$ cat src/rtl/pc_next_unit.sv
// Registered fetch-stage program counter with sequential, branch, jump, register-jump
// and exception targets, plus an optional one-fetch branch-delay-slot deferral.
module pc_next_unit #(
  parameter int unsigned       ADDR_W     = 32,
  parameter int unsigned       REGION_W   = 4,
  parameter logic [ADDR_W-1:0] RESET_PC   = ADDR_W'(32'h0040_0000),
  parameter logic [ADDR_W-1:0] EXC_VECTOR = ADDR_W'(32'h8000_0180),
  parameter bit                DELAY_SLOT = 1'b1
) (
  input  logic                         clk,
  input  logic                         rst_n,
  input  logic                         stall_i,
  input  logic                         branch_taken_i,
  input  logic [15:0]                  imm_i,
  input  logic                         jump_i,
  input  logic [ADDR_W-REGION_W-3:0]   index_i,
  input  logic                         jr_i,
  input  logic [ADDR_W-1:0]            reg_target_i,
  input  logic                         exception_i,
  output logic [ADDR_W-1:0]            pc_o,
  output logic [ADDR_W-1:0]            pc_plus4_o,
  output logic                         pending_o,
  output logic                         misaligned_o
);

  localparam int unsigned IDX_W = ADDR_W - REGION_W - 2;

  typedef enum logic {IDLE, SLOT} state_t;

  state_t              state_q, state_d;
  logic [ADDR_W-1:0]   pc_q, pc_d;
  logic [ADDR_W-1:0]   tgt_q, tgt_d;
  logic                mis_q, mis_d;
  logic [ADDR_W-1:0]   jump_tgt, branch_tgt, jr_tgt, target;
  logic [IDX_W-1:0]    index;
  logic                redirect;

  assign index      = index_i;
  assign pc_plus4_o = pc_q + ADDR_W'(4);

  // Candidate targets; the branch offset is a signed word count.
  assign jump_tgt   = {pc_plus4_o[ADDR_W-1 -: REGION_W], index, 2'b00};
  assign branch_tgt = pc_plus4_o + ADDR_W'($signed({imm_i, 2'b00}));
  assign jr_tgt     = {reg_target_i[ADDR_W-1:2], 2'b00};
  assign redirect   = jr_i | jump_i | branch_taken_i;

  always_comb begin
    target = branch_tgt;
    if (jr_i)        target = jr_tgt;
    else if (jump_i) target = jump_tgt;
  end

  // Next-state: exception beats stall, stall freezes everything else.
  always_comb begin
    pc_d    = pc_q;
    state_d = state_q;
    tgt_d   = tgt_q;
    mis_d   = 1'b0;
    if (exception_i) begin
      pc_d    = EXC_VECTOR;
      state_d = IDLE;
      tgt_d   = '0;
    end else if (!stall_i) begin
      if (state_q == SLOT) begin
        pc_d    = tgt_q;
        state_d = IDLE;
      end else begin
        mis_d = jr_i & (reg_target_i[1:0] != 2'b00);
        if (!redirect) begin
          pc_d = pc_plus4_o;
        end else if (DELAY_SLOT) begin
          pc_d    = pc_plus4_o;
          tgt_d   = target;
          state_d = SLOT;
        end else begin
          pc_d = target;
        end
      end
    end
  end

  always_ff @(posedge clk or negedge rst_n) begin
    if (!rst_n) begin
      state_q <= IDLE;
      pc_q    <= RESET_PC;
      tgt_q   <= '0;
      mis_q   <= 1'b0;
    end else begin
      state_q <= state_d;
      pc_q    <= pc_d;
      tgt_q   <= tgt_d;
      mis_q   <= mis_d;
    end
  end

  assign pc_o         = pc_q;
  assign misaligned_o = mis_q;
  assign pending_o    = DELAY_SLOT & (state_q == SLOT);

endmodule

$ cat config.mk
export PLATFORM = sky130hd
export DESIGN_NAME = pc_next_unit
export DESIGN_NICKNAME = d
export VERILOG_FILES = /design/src/rtl/pc_next_unit.sv
export SDC_FILE = /design/constraint.sdc
export NUM_CORES = 1
export LEC_CHECK = 0
export CAP_MARGIN = 5
export CORE_MARGIN = 4
export CORE_UTILIZATION = 50
export CTS_BUF_LIST = sky130_fd_sc_hd__clkbuf_8
export DETAILED_ROUTE_END_ITERATION = 16
export PLACE_DENSITY_LB_ADDON = 0.3
export REMOVE_ABC_BUFFERS = 1
export SYNTH_ARGS = -nofsm -noshare
export SYNTH_HDL_FRONTEND = slang
export SYNTH_SLANG_ARGS = --single-unit
$ cat constraint.sdc
create_clock -name clk -period 10.5 [get_ports clk]
set_input_delay 2.1 -clock clk [delete_from_list [all_inputs] [get_ports clk]]
set_output_delay 2.1 -clock clk [all_outputs]
set_load 0.01 [all_outputs]
After elaboration in Yosys (flattened, before gate mapping)
Cells that the tools add are included.

Equality and inequality tests: 2. Reduce and logical (&&, ||, !) cells: 3. Add/subtract/negate cells: 2. Bitwise logic cells: 3. Mux-type cells: 16.

Operators by type and width (count): 32-bit two-way mux (9); 32-bit by 3-bit adder with 32-bit output, second input constant (1); 32-bit adder (1); 1-bit two-way mux (7); 2-bit nonzero test (2); 3-bit AND reduction (1); 2-bit by 1-bit != test with 1-bit output, second input constant (1); 2-bit != test, second input constant (1); 1-bit OR (2); 1-bit bitwise AND (1).

Flip-flop bits (word level): 66. Logic and storage cells: 30.

Longest topological paths before layout
Gate-level depths: netlist of run 1.

Depth in word-level cells: 8. Gate-level depth with buffers: 20. Gate-level depth less buffers: 18.

Worst setup path after synthesis of run 1
No wires, ideal clock.

Path kind: input to register. Start point: in imm_i[0]. End point: reg tgt_q[18]. Cell stages on the path: 13. Buffers on the path: 0. Path slack: 6.110 ns. Data arrival time: 4.269 ns. Cells stage by stage: ha_1 -> inv_1 -> fa_1 -> nor2b_1 -> o2111ai_1 -> a31o_1 -> a21oi_2 -> o211ai_2 -> a21oi_2 -> a31o_2 -> xnor2_1 -> a21oi_1 -> a22o_1.

Longest elaborated chain between the ends: 7.

Ends and longest elaborated chain: start: declaration (RTL line 14) `input logic [15:0] imm_i,`; 32-bit adder (RTL line 43) `assign branch_tgt = pc_plus4_o + ADDR_W'($signed({imm_i, 2'b00}));`; 32-bit two-way mux (RTL line 50) `else if (jump_i) target = jump_tgt;`; 32-bit two-way mux (RTL line 49) `if (jr_i) target = jr_tgt;`; 32-bit two-way mux (RTL line 69) `if (!redirect) begin`; 32-bit two-way mux (RTL line 64) `if (state_q == SLOT) begin`; 32-bit two-way mux (RTL line 63) `end else if (!stall_i) begin`; 32-bit two-way mux (RTL line 59) `if (exception_i) begin`; end signal: assignment (RTL line 91) `tgt_q <= tgt_d;`; end: declaration (RTL line 32) `logic [ADDR_W-1:0] tgt_q, tgt_d;`.

Every way passes these cells. The select of a mux whose other input is x is not followed. A chain may end at the register's enable or synchronous reset.

Final worst setup path of run 1
Start point: reg pc_q[2], in the netlist pc_o[2]. End point: out pc_plus4_o[30].

Longest elaborated chain between the ends: 1.

Ends and longest elaborated chain: start: declaration (RTL line 31) `logic [ADDR_W-1:0] pc_q, pc_d;`; start signal: assignment (RTL line 90) `pc_q <= pc_d;`; 32-bit by 3-bit adder with 32-bit output (RTL line 39) `assign pc_plus4_o = pc_q + ADDR_W'(4);`; end: declaration (RTL line 21) `output logic [ADDR_W-1:0] pc_plus4_o,`.

Every way passes these cells.

==> key figures, run 1 <==
Timing
  • Slew Viols, Final: 0
  • Max-slew headroom at the worst pin: 36.4%
  • Fmax: 183 MHz
  • Post-route minimum period: 5480 ps
  • Final Hold Vio Count: 0
  • RSZ-0062 raised after global routing: no
  • Skew final: 17.8 ps
  • Sum Neg Setup Slack: 0 ps
  • Tcrit/Tclk final: 52.2%
  • Final setup viols: 0
  • Worst slew pin tran: 953 ps

Worst hold path
  • Hold path startpoint: tgt_q[22]
  • WHS Path Cells: 1
  • Hold WC Path Type: reg -> reg
  • Worst min-delay path endpoint: tgt_q[22]

Floorplanning
  • Horiz. Die Dim: 114 µm
  • Die area: 0.0130 mm²
  • Die Ht: 114 µm
  • Core box area: 0.0109 mm²
  • Site row count: 38
  • Initial Utilization: 51.6%
  • Io pins: 147

Finish
  • Final net count: 952
  • Layout Area Growth over Synthesis: 30.0%
  • Post-route cell area: 0.00733 mm²
  • Antenna fix cells: 0
  • Share of cells above drive strength 1: 6.44%

Clock tree
  • CTS tree: built
  • Setup bufs post-CTS: 0
  • H-tree levels: 3
  • Clk pin slew, worst setup/hold paths: 90 ps
  • Cts bufs inserted: 9
  • # clock sinks: 66
  • Root Driver: clkbuf_8
  • Clock latency on the worst-skew pair: 360 ps
  • Cts repair resizes: 0
  • Hold buffers post-CTS: 0
  • Max Root-Sink Buffers: 2

Outcome
  • Status: complete, no violations

Worst setup path
  • Worst path cell trace: ha_1, and3_1, nand2_1, nor2_1, and4_1, nand3_2, xnor2_1, clkdlybuf4s50_1
  • Startpoint Class: flip-flop
  • Worst Path Required: 8400 ps
  • Slowest CP cell: clkdlybuf4s50_1
  • Buf/Inv on CP: 1
  • Flop-to-flop setup slack: 5890 ps
  • Worst reg2reg path depth: 17
  • CP Class: reg -> out
  • Crit path largest cell delay: 590 ps
  • Worst r2r src: pc_o[2]
  • Crit. End Element: primary output
  • Crit-path leading delay family: simple AND/OR/NAND/NOR gates
  • CP arrival: 3380 ps
  • Critical R2R Capture: tgt_q[29]
  • Crit path max fanout: 6

Global routing
  • Initial antenna violation count: 0
  • First-pass GRT wire length: 29.3 mm
  • Vias in the first global route: 5,975
  • GRT Util Overall: 27.5%
  • Largest net degree at the start of global routing: 67
  • Gr ovfl total: 0

Detailed routing
  • Via density: 6.13
  • Initial DRC Count: 518
  • Wire per inst: 18.4 µm
  • DRT Pass-1 Iters: 6
  • Detailed-route via count: 6,004
  • Final WL: 18.0 mm
  • Drt drc: 0
  • Antenna Nets Post-Route: 0

Placement
  • Port bufs: 146
  • DP HPWL: 12.9 mm
  • DP Area: 0.00715 mm²
  • Routability cong.: 0.940

Yosys
  • Number of synthesized register bits: 66
  • Ys async rst share: 100%
  • Main synth FF type: dfrtp_1
  • Syn Inst Count: 711
  • Leading area contributor after synthesis: dfrtp_1
  • Mean Syn Cell Area: 7.93 µm²
  • Post-synth EDFFs: 0
  • Area share of the largest cell type after synthesis: 28.8%
  • Mapped Area: 0.00564 mm²
  • Synth area leaders: dfrtp_1 (29%), ha_1 (8.0%), a21oi_1 (7.1%)
  • Synth unique cells: 70
  • Synthesis Warnings: 0
  • Sequential area share after synthesis: 29.3%

Job
  • Max-Cap Viols: 0

Power
  • Static leakage: 3.12 nW
  • VDD IR max: 0.0700 mV
  • Power per Cell Area: 90.8 mW/mm²
[logic make-up (layout without fill, tap and decap cells)]
kind of cell    after synthesis  in the layout  synth area share (%)
simple gates                254            254                  21.5
compound gates              231            231                  25.0
flops                        66             66                  29.3
buf+inv                      54            182                  4.17
xor+xnor                     51             51                  8.45
fa+ha+maj                    37             37                  8.34
mux                          18             18                  3.22
[per-layer routing]
metal	GRT usage [%]	wire length [µm]	part of all wire (%)
met5	0	0	0
met4	8.08	286	1.6
met3	5.76	1460	8.1
met2	45.7	8700	48
met1	36.3	7570	42
[power by group]
| part | internal [mW] | switching, mW | total, mW | leakage (nW) |
|---|---|---|---|---|
| Sequential | 0.267 | 0.0112 | 0.278 | 0.887 |
| Combinational | 0.0851 | 0.0982 | 0.183 | 2.15 |
| Clock | 0.0872 | 0.117 | 0.205 | 0.0822 |
| Total | 0.439 | 0.227 | 0.666 | 3.12 |
[worst max path at each step]
stage / startpoint / to / slack [ps] / cells after the start
after global routing: pc_o[2] / pc_plus4_o[30] / 4850 / 8
after global placement: imm_i[15] / tgt_q[31] / 5120 / 12
after detailed placement: imm_i[15] / tgt_q[29] / 4990 / 12
after CTS: pc_o[2] / pc_plus4_o[30] / 5040 / 8
after floorplan: imm_i[0] / tgt_q[18] / 6110 / 13
final: pc_o[2] / pc_plus4_o[30] / 5020 / 8
[sequential cells by signal, indices dropped and copies added (netlist names)]
name / flops
tgt_q: 32
misaligned_o: 1
pending_o: 1
pc_o: 32
[synth_stat cells, types with 3 or more instances]
| library cell | instances |
|---|---|
| and2_1 | 3 |
| buf_4 | 3 |
| buf_1 | 4 |
| or2_2 | 4 |
| nor4_1 | 3 |
| clkbuf_1 | 30 |
| a211o_1 | 3 |
| o21ai_1 | 4 |
| and4_1 | 3 |
| xnor2_1 | 27 |
| and3_1 | 13 |
| o22ai_1 | 4 |
| inv_1 | 9 |
| nor3_1 | 17 |
| nor2b_1 | 12 |
| a31oi_1 | 3 |
| a22oi_1 | 10 |
| o21bai_1 | 4 |
| o21ai_0 | 62 |
| a32o_1 | 3 |
| a21o_1 | 13 |
| a211oi_1 | 7 |
| a21oi_1 | 80 |
| nand3_1 | 14 |
| o211ai_1 | 9 |
| buf_2 | 5 |
| o221ai_1 | 6 |
| dfrtp_1 | 65 |
| nor2_1 | 84 |
| ha_1 | 36 |
| nand2_1 | 76 |
| mux2i_1 | 17 |
| nand2b_1 | 4 |
| nand4b_1 | 3 |
| xor2_1 | 20 |
| nand4_1 | 5 |
[area by class of cell]
type	instances	area [µm²]
clock buffer	9	124
clock inverter	7	53.8
fill	947	3600
inverter	10	37.5
multi-input combinational	591	3760
sequential	66	1650
tap	140	175
timing repair buffer	156	1530
[metrics by stage]
step / setup WS, ps / util [%] / total power [mW] / cells / hold WS (ps)
after global routing: 4850 / 67.0 / 0.699 / 979 / 507
after CTS: 5040 / 67.0 / 0.664 / 979 / 490
final: 5020 / 67.0 / 0.666 / 979 / 488
after detailed placement: 4990 / 65.4 / 0.464 / 963 / 472
after floorplan: 6110 / - / 0.372 / 667 / 449
after global placement: 5120 / 65.4 / 0.458 / 963 / 463
[placed cells by master (no fill, tap or decap), drive strengths merged, types with 15 or more instances in the layout]
cell,netlist,routed
nand3,17,17
xor2,22,22
mux2i,17,17
nand2,76,76
and3,15,15
dfrtp,65,65
nor2,85,85
nor3,18,18
o21ai,66,66
a21oi,82,82
xnor2,29,29
ha,36,36
clkdlybuf4s50,0,144
Note: power is estimated with default switching activity, not from simulation.
==> inputs of run 2 (changes only) <==
- clock period: 10.5 -> 5.5 ns (I/O delays scaled with it)
==> run 2 against run 1 <==
Effect of this change: critical endpoint is now tgt_q[31]; non-clock buffer count stayed put; combinational power increased by 89%; clock power rose by 110%; sequential power increased by 93%; total power increased by 96%.
==> key figures, run 2 (synthesis results as in run 1) <==
Finish
  • Layout Area Growth over Synthesis: 30.3%
  • Most frequent cells in the layout: clkdlybuf4s50_1 (144), nor2_1 (83), a21oi_1 (80)
  • Final net count: 952 (unchanged)
  • Antenna fix cells: 0 (unchanged)
  • Commonest non-fill, non-tap cell in the layout: clkdlybuf4s50_1
  • Share of cells above drive strength 1: 6.44% (unchanged)

Timing
  • Final Hold Vio Count: 0 (unchanged)
  • RSZ-0062 raised after global routing: no
  • Fmax: 218 MHz
  • Sum Neg Setup Slack: 0 ps (unchanged)
  • Final setup viols: 0 (unchanged)
  • Slew Viols, Final: 0 (unchanged)
  • Post-route minimum period: 4600 ps
  • Final WS setup: 905 ps (-4120 ps)
  • Worst slew pin tran: 1130 ps (+178 ps)
  • Skew final: 13.4 ps (-4.40 ps)
  • Hold WS: 485 ps (-2.93 ps)
  • Tcrit/Tclk final: 83.6%
  • Max-slew headroom at the worst pin: 24.7% (-12 points)

Worst setup path
  • Crit path largest cell delay: 600 ps (about the same)
  • CP Class: reg -> reg
  • Worst path cell trace: ha_1, and3_1, nand2_1, nor4_1, nand3_1, xnor2_1, ha_1, and3_1, a31oi_1, or3_1, a21oi_1, o31a_1, o22ai_1, mux2i_1, mux2i_1, nand2_1
  • Slowest CP cell: nor4_1
  • Crit-path leading delay family: simple AND/OR/NAND/NOR gates
  • Crit. End Element: flip-flop
  • Buf/Inv on CP: 0 (-1)
  • Startpoint Class: flip-flop
  • CP arrival: 4850 ps (+1470 ps)
  • Worst Path Required: 5750 ps (-2650 ps)
  • Crit path max fanout: 6 (unchanged)

Floorplanning
  • Core box area: 0.0109 mm² (unchanged)
  • Site row count: 38 (unchanged)
  • Initial Utilization: 51.6% (unchanged)
  • Horiz. Die Dim: 114 µm (unchanged)
  • Die area: 0.0130 mm² (unchanged)
  • Die Ht: 114 µm (unchanged)
  • Io pins: 147 (unchanged)

Detailed routing
  • Final WL: 18.3 mm (+1.4%)
  • Wire per inst: 18.7 µm (+1.4%)
  • Detailed-route via count: 6,009 (+0.083%)
  • Met1 WL: 7.63 mm (+0.75%)
  • Met3 routed WL: 1.61 mm (+10%)
  • Via density: 6.14 (about the same)
  • Drt drc: 0 (unchanged)
  • DRT Pass-1 Iters: 6 (unchanged)
  • Initial DRC Count: 630 (+22%)
  • Detail Route met2 WL: 8.60 mm (-1.1%)
  • Max Used Layer: met4
  • Antenna Nets Post-Route: 0 (unchanged)

Clock tree
  • Clk pin slew, worst setup/hold paths: 90 ps (about the same)
  • Clock latency on the worst-skew pair: 360 ps (about the same)
  • Root Driver: clkbuf_8
  • CTS tree: built
  • # clock sinks: 66 (unchanged)
  • Max Root-Sink Buffers: 2 (unchanged)
  • Cts bufs inserted: 9 (unchanged)
  • Hold buffers post-CTS: 0 (unchanged)
  • Setup bufs post-CTS: 0 (unchanged)
  • H-tree levels: 3 (unchanged)
  • Cts repair resizes: 0 (unchanged)

Power
  • Power per Cell Area: 177 mW/mm² (+95%)
  • Static leakage: 3.13 nW (+0.54%)
  • Sequential share of power: 41.2% (-0.5 points)
  • Sw frac: 32.5% (-1.6 points)
  • Clk pwr share: 32.3% (+1.6 points)
  • VDD IR max: 0.101 mV (+45%)
  • Switching power: 423 µW (+87%)
  • Int Pwr: 880 µW (+100%)
  • Logic pwr share: 26.6% (-0.9 points)

Worst hold path
  • Hold WC Path Type: reg -> reg

Placement
  • Worst slack, placed: 1000 ps (-3980 ps)
  • DP HPWL: 13.1 mm (+1.4%)
  • Routability cong.: 0.934 (-0.66%)
  • Port bufs: 146 (unchanged)

Outcome
  • Status: complete, no violations

Global routing
  • Gr ovfl total: 0 (unchanged)
  • First-pass GRT wire length: 29.1 mm (-0.68%)
  • GRT Util Overall: 27.6% (+0.090 points)
  • Largest net degree at the start of global routing: 67 (unchanged)
  • Initial antenna violation count: 0 (unchanged)
  • Vias in the first global route: 5,827 (-2.5%)

Job
  • Max-Cap Viols: 0 (unchanged)
## run 2: cell type report
cell class	instances	area, µm²
multi-input combinational	591	3760
fill	949	3590
sequential	66	1650
timing repair buffer	156	1530
tap	140	175
clock buffer	9	124
clock inverter	7	70.1
inverter	10	37.5
## run 2: path summary, 6_finish.rpt
check / from / to / slack [ps] / depth (start not counted)
max in group asynchronous: rst_n / tgt_q[26] / 3960 / 2
min in group asynchronous: rst_n / pc_o[11] / 940 / 2
min reg2reg: tgt_q[3] / tgt_q[3] / 480 / 2
min: tgt_q[3] / tgt_q[3] / 480 / 2
max reg2reg: pc_o[2] / tgt_q[31] / 900 / 16
max: pc_o[2] / tgt_q[31] / 900 / 16
## run 2: stage by stage
stage	total power, mW	std cells	instance area (µm²)	util (%)
final	1.30	979	7350	67.2
after global routing	1.36	979	7350	67.2
after CTS	1.30	979	7350	67.2
after detailed placement	0.885	963	7150	65.4
after global placement	0.876	963	7150	65.4
after floorplan	0.709	667	5440	-
## run 2: worst min-delay path, cell delays in order, from the launching register on
cell and delay, ps:
dfrtp_1 350, nand2_1 40, o21ai_0 60
## run 2: layer usage
metal	up-vias	global-route usage, %
met5	-	0
met4	0	9.50
met3	37	3.96
met2	340	45.5
met1	2834	37.3
li1	2798	-
## run 2: power by group through the flow
| stage | combinational (mW) | clock (mW) | sequential, mW |
|---|---|---|---|
| 6_report | 0.346 | 0.421 | 0.537 |
| 3_5_place_dp | 0.341 | 0 | 0.545 |
| 5_1_grt | 0.377 | 0.444 | 0.540 |
| 4_1_cts | 0.343 | 0.422 | 0.536 |
| 3_3_place_gp | 0.332 | 0 | 0.543 |
| 2_1_floorplan | 0.167 | 0 | 0.543 |
==> inputs of run 3 (changes only) <==
- clock period: 5.5 -> 4.7 ns (I/O delays scaled with it)
==> run 3 against run 2 <==
Effect of this change: core utilization grew 0.21 points; count of clock-buffer cells in the layout is the same; largest cell class unchanged; worst hold slack gained 3.7 ps; maximum frequency grew 8.1%; critical path type unchanged; non-clock buffer count grew 2; register-to-register slack lost 460 ps; combinational power grew 17%; sequential share of layout area shrank 0.069 points; highest routed layer unchanged.
==> key figures, run 3 (synthesis results as in run 1) <==
Placement
  • Port bufs: 146 (unchanged)
  • Worst slack, placed: 167 ps (-837 ps)
  • Routability cong.: 0.889 (-4.9%)
  • Inst Count DP: 965 (+0.21%)
  • DP HPWL: 13.7 mm (+4.2%)

Floorplanning
  • Die Ht: 114 µm (unchanged)
  • Horiz. Die Dim: 114 µm (unchanged)
  • Die area: 0.0130 mm² (unchanged)
  • Initial Utilization: 51.6% (unchanged)
  • Site row count: 38 (unchanged)
  • Io pins: 147 (unchanged)
  • Core box area: 0.0109 mm² (unchanged)

Finish
  • Final net count: 954 (+0.21%)
  • FF/Latch Area: 0.00165 mm² (unchanged)
  • Share of cells above drive strength 1: 6.78% (+0.34 points)
  • Area occupied by multi-input gates: 0.00378 mm² (+0.43%)
  • Number of fill cells: 963 (+1.5%)
  • Final cell count without fillers: 981 (+0.20%)
  • Antenna fix cells: 0 (unchanged)
  • Most frequent cells in the layout: clkdlybuf4s50_1 (144), nor2_1 (83), a21oi_1 (80)
  • Commonest non-fill, non-tap cell in the layout: clkdlybuf4s50_1
  • Layout Area Growth over Synthesis: 30.6%
  • Fin util: 67.4% (+0.21 points)

Power
  • VDD IR max: 0.159 mV (+57%)
  • Power per Cell Area: 204 mW/mm² (+15%)
  • Static leakage: 3.16 nW (+0.90%)

Worst setup path
  • Worst Path Required: 4950 ps (-800 ps)
  • Startpoint Class: flip-flop
  • Crit. End Element: flip-flop
  • CP arrival: 4500 ps (-350 ps)
  • CP Class: reg -> reg
  • Crit path max fanout: 6 (unchanged)

Global routing
  • Initial antenna violation count: 0 (unchanged)
  • GRT Util Overall: 28.2% (+0.58 points)
  • Vias in the first global route: 5,932 (+1.8%)
  • Largest net degree at the start of global routing: 52 (-22%)
  • First-pass GRT wire length: 29.4 mm (+1.2%)
  • Gr ovfl total: 0 (unchanged)

Outcome
  • Status: complete, no violations

Detailed routing
  • Detailed-route via count: 6,002 (-0.12%)
  • Via density: 6.12 (-0.32%)
  • Final WL: 18.2 mm (-0.32%)
  • Drt drc: 0 (unchanged)
  • Wire per inst: 18.6 µm (-0.52%)
  • Initial DRC Count: 519 (-18%)
  • Antenna Nets Post-Route: 0 (unchanged)
  • DRT Pass-1 Iters: 5 (-1)

Timing
  • Tcrit/Tclk final: 90.5% (+6.9 points)
  • Sum Neg Setup Slack: 0 ps (unchanged)
  • Final Hold Vio Count: 0 (unchanged)
  • RSZ-0062 raised after global routing: no
  • Fmax: 235 MHz (+8.1%)
  • Worst slew pin tran: 1040 ps (-94.3 ps)
  • Final setup viols: 0 (unchanged)
  • Slew Viols, Final: 0 (unchanged)
  • Final WS setup: 448 ps (-457 ps)
  • Post-route minimum period: 4250 ps (-343 ps)
  • Max-slew headroom at the worst pin: 30.9% (+6.3 points)
  • Skew final: 9.21 ps (-4.17 ps)

Clock tree
  • Cts bufs inserted: 9 (unchanged)
  • Clock latency on the worst-skew pair: 360 ps (about the same)
  • Root Driver: clkbuf_8
  • Hold buffers post-CTS: 0 (unchanged)
  • # clock sinks: 66 (unchanged)
  • CTS tree: built
  • Max Root-Sink Buffers: 2 (unchanged)
  • H-tree levels: 3 (unchanged)
  • Setup bufs post-CTS: 0 (unchanged)
  • Clk pin slew, worst setup/hold paths: 80 ps (about the same)

Worst hold path
  • Hold WC Path Type: reg -> reg

Job
  • Max-Cap Viols: 0 (unchanged)
[run 3: cell types whose count changed in the layout (fill, tap and decap cells not counted)]
cell / before / now
clkinv_4: 2 / 0
and3_2: 0 / 1
and3_1: 13 / 12
nor4_4: 0 / 1
inv_1: 9 / 10
nor4_1: 2 / 1
buf_4: 10 / 12
clkinv_2: 3 / 4
[run 3: worst paths after layout]
path,startpoint,end,slack [ps],cells after the start
worst max-delay path,pc_o[2],tgt_q[29],450,17
worst min-delay path,tgt_q[22],tgt_q[22],490,1
worst max register to register,pc_o[2],tgt_q[29],450,17
worst min register to register,tgt_q[22],tgt_q[22],490,1
max in group asynchronous,rst_n,pc_o[22],2940,2
min in group asynchronous,rst_n,pc_o[10],760,1
[run 3: repair_timing]
action / in CTS / in global routing
resized for setup: 0 / 3
setup endpoints to repair: 0 / 5
endpoints found under the hold margin: 0 / 0
[run 3: final cells by class]
class,count,share of cell area (%)
clock buffer,9,1.68
sequential,66,22.4
timing repair buffer,158,20.9
inverter,10,0.509
clock inverter,7,0.832
multi-input combinational,591,51.3
tap,140,2.38
[run 3: power by group]
group / leakage, nW / internal (mW) / switching [mW]
Combinational: 2.17 / 0.190 / 0.216
Clock: 0.100 / 0.239 / 0.234
Sequential: 0.887 / 0.596 / 0.0303
Total: 3.16 / 1.03 / 0.480
[run 3: metal layers]
| metal | up-vias | GRT usage [%] | part of all wire (%) |
|---|---|---|---|
| met1 | 2877 | 36.5 | 43 |
| met3 | 38 | 4.55 | 7.2 |
| met2 | 276 | 47.3 | 47 |
| li1 | 2811 | - | - |
| met4 | 0 | 10.8 | 2.5 |
| met5 | - | 0 | 0 |
[run 3: critical path, stage by stage (launching register included)]
cell and delay (ps):
dfrtp_1 450, ha_1 260, and3_2 290, nand2_1 150, nor4_4 380, nand3_1 190
xnor2_1 190, ha_1 400, a21oi_1 100, o21ai_1 240, a31oi_1 110, or3_1 370
a21oi_1 280, nor2_1 90, a21oi_1 190, xnor2_1 140, a21oi_1 80, a22o_1 220
[run 3: through the flow]
stage	hold WS (ps)	area [µm²]	power [mW]
floorplan	449	5440	0.830
global placement	464	7170	1.03
detailed placement	468	7170	1.04
CTS	493	7350	1.51
global route	517	7370	1.58
finish	489	7370	1.51
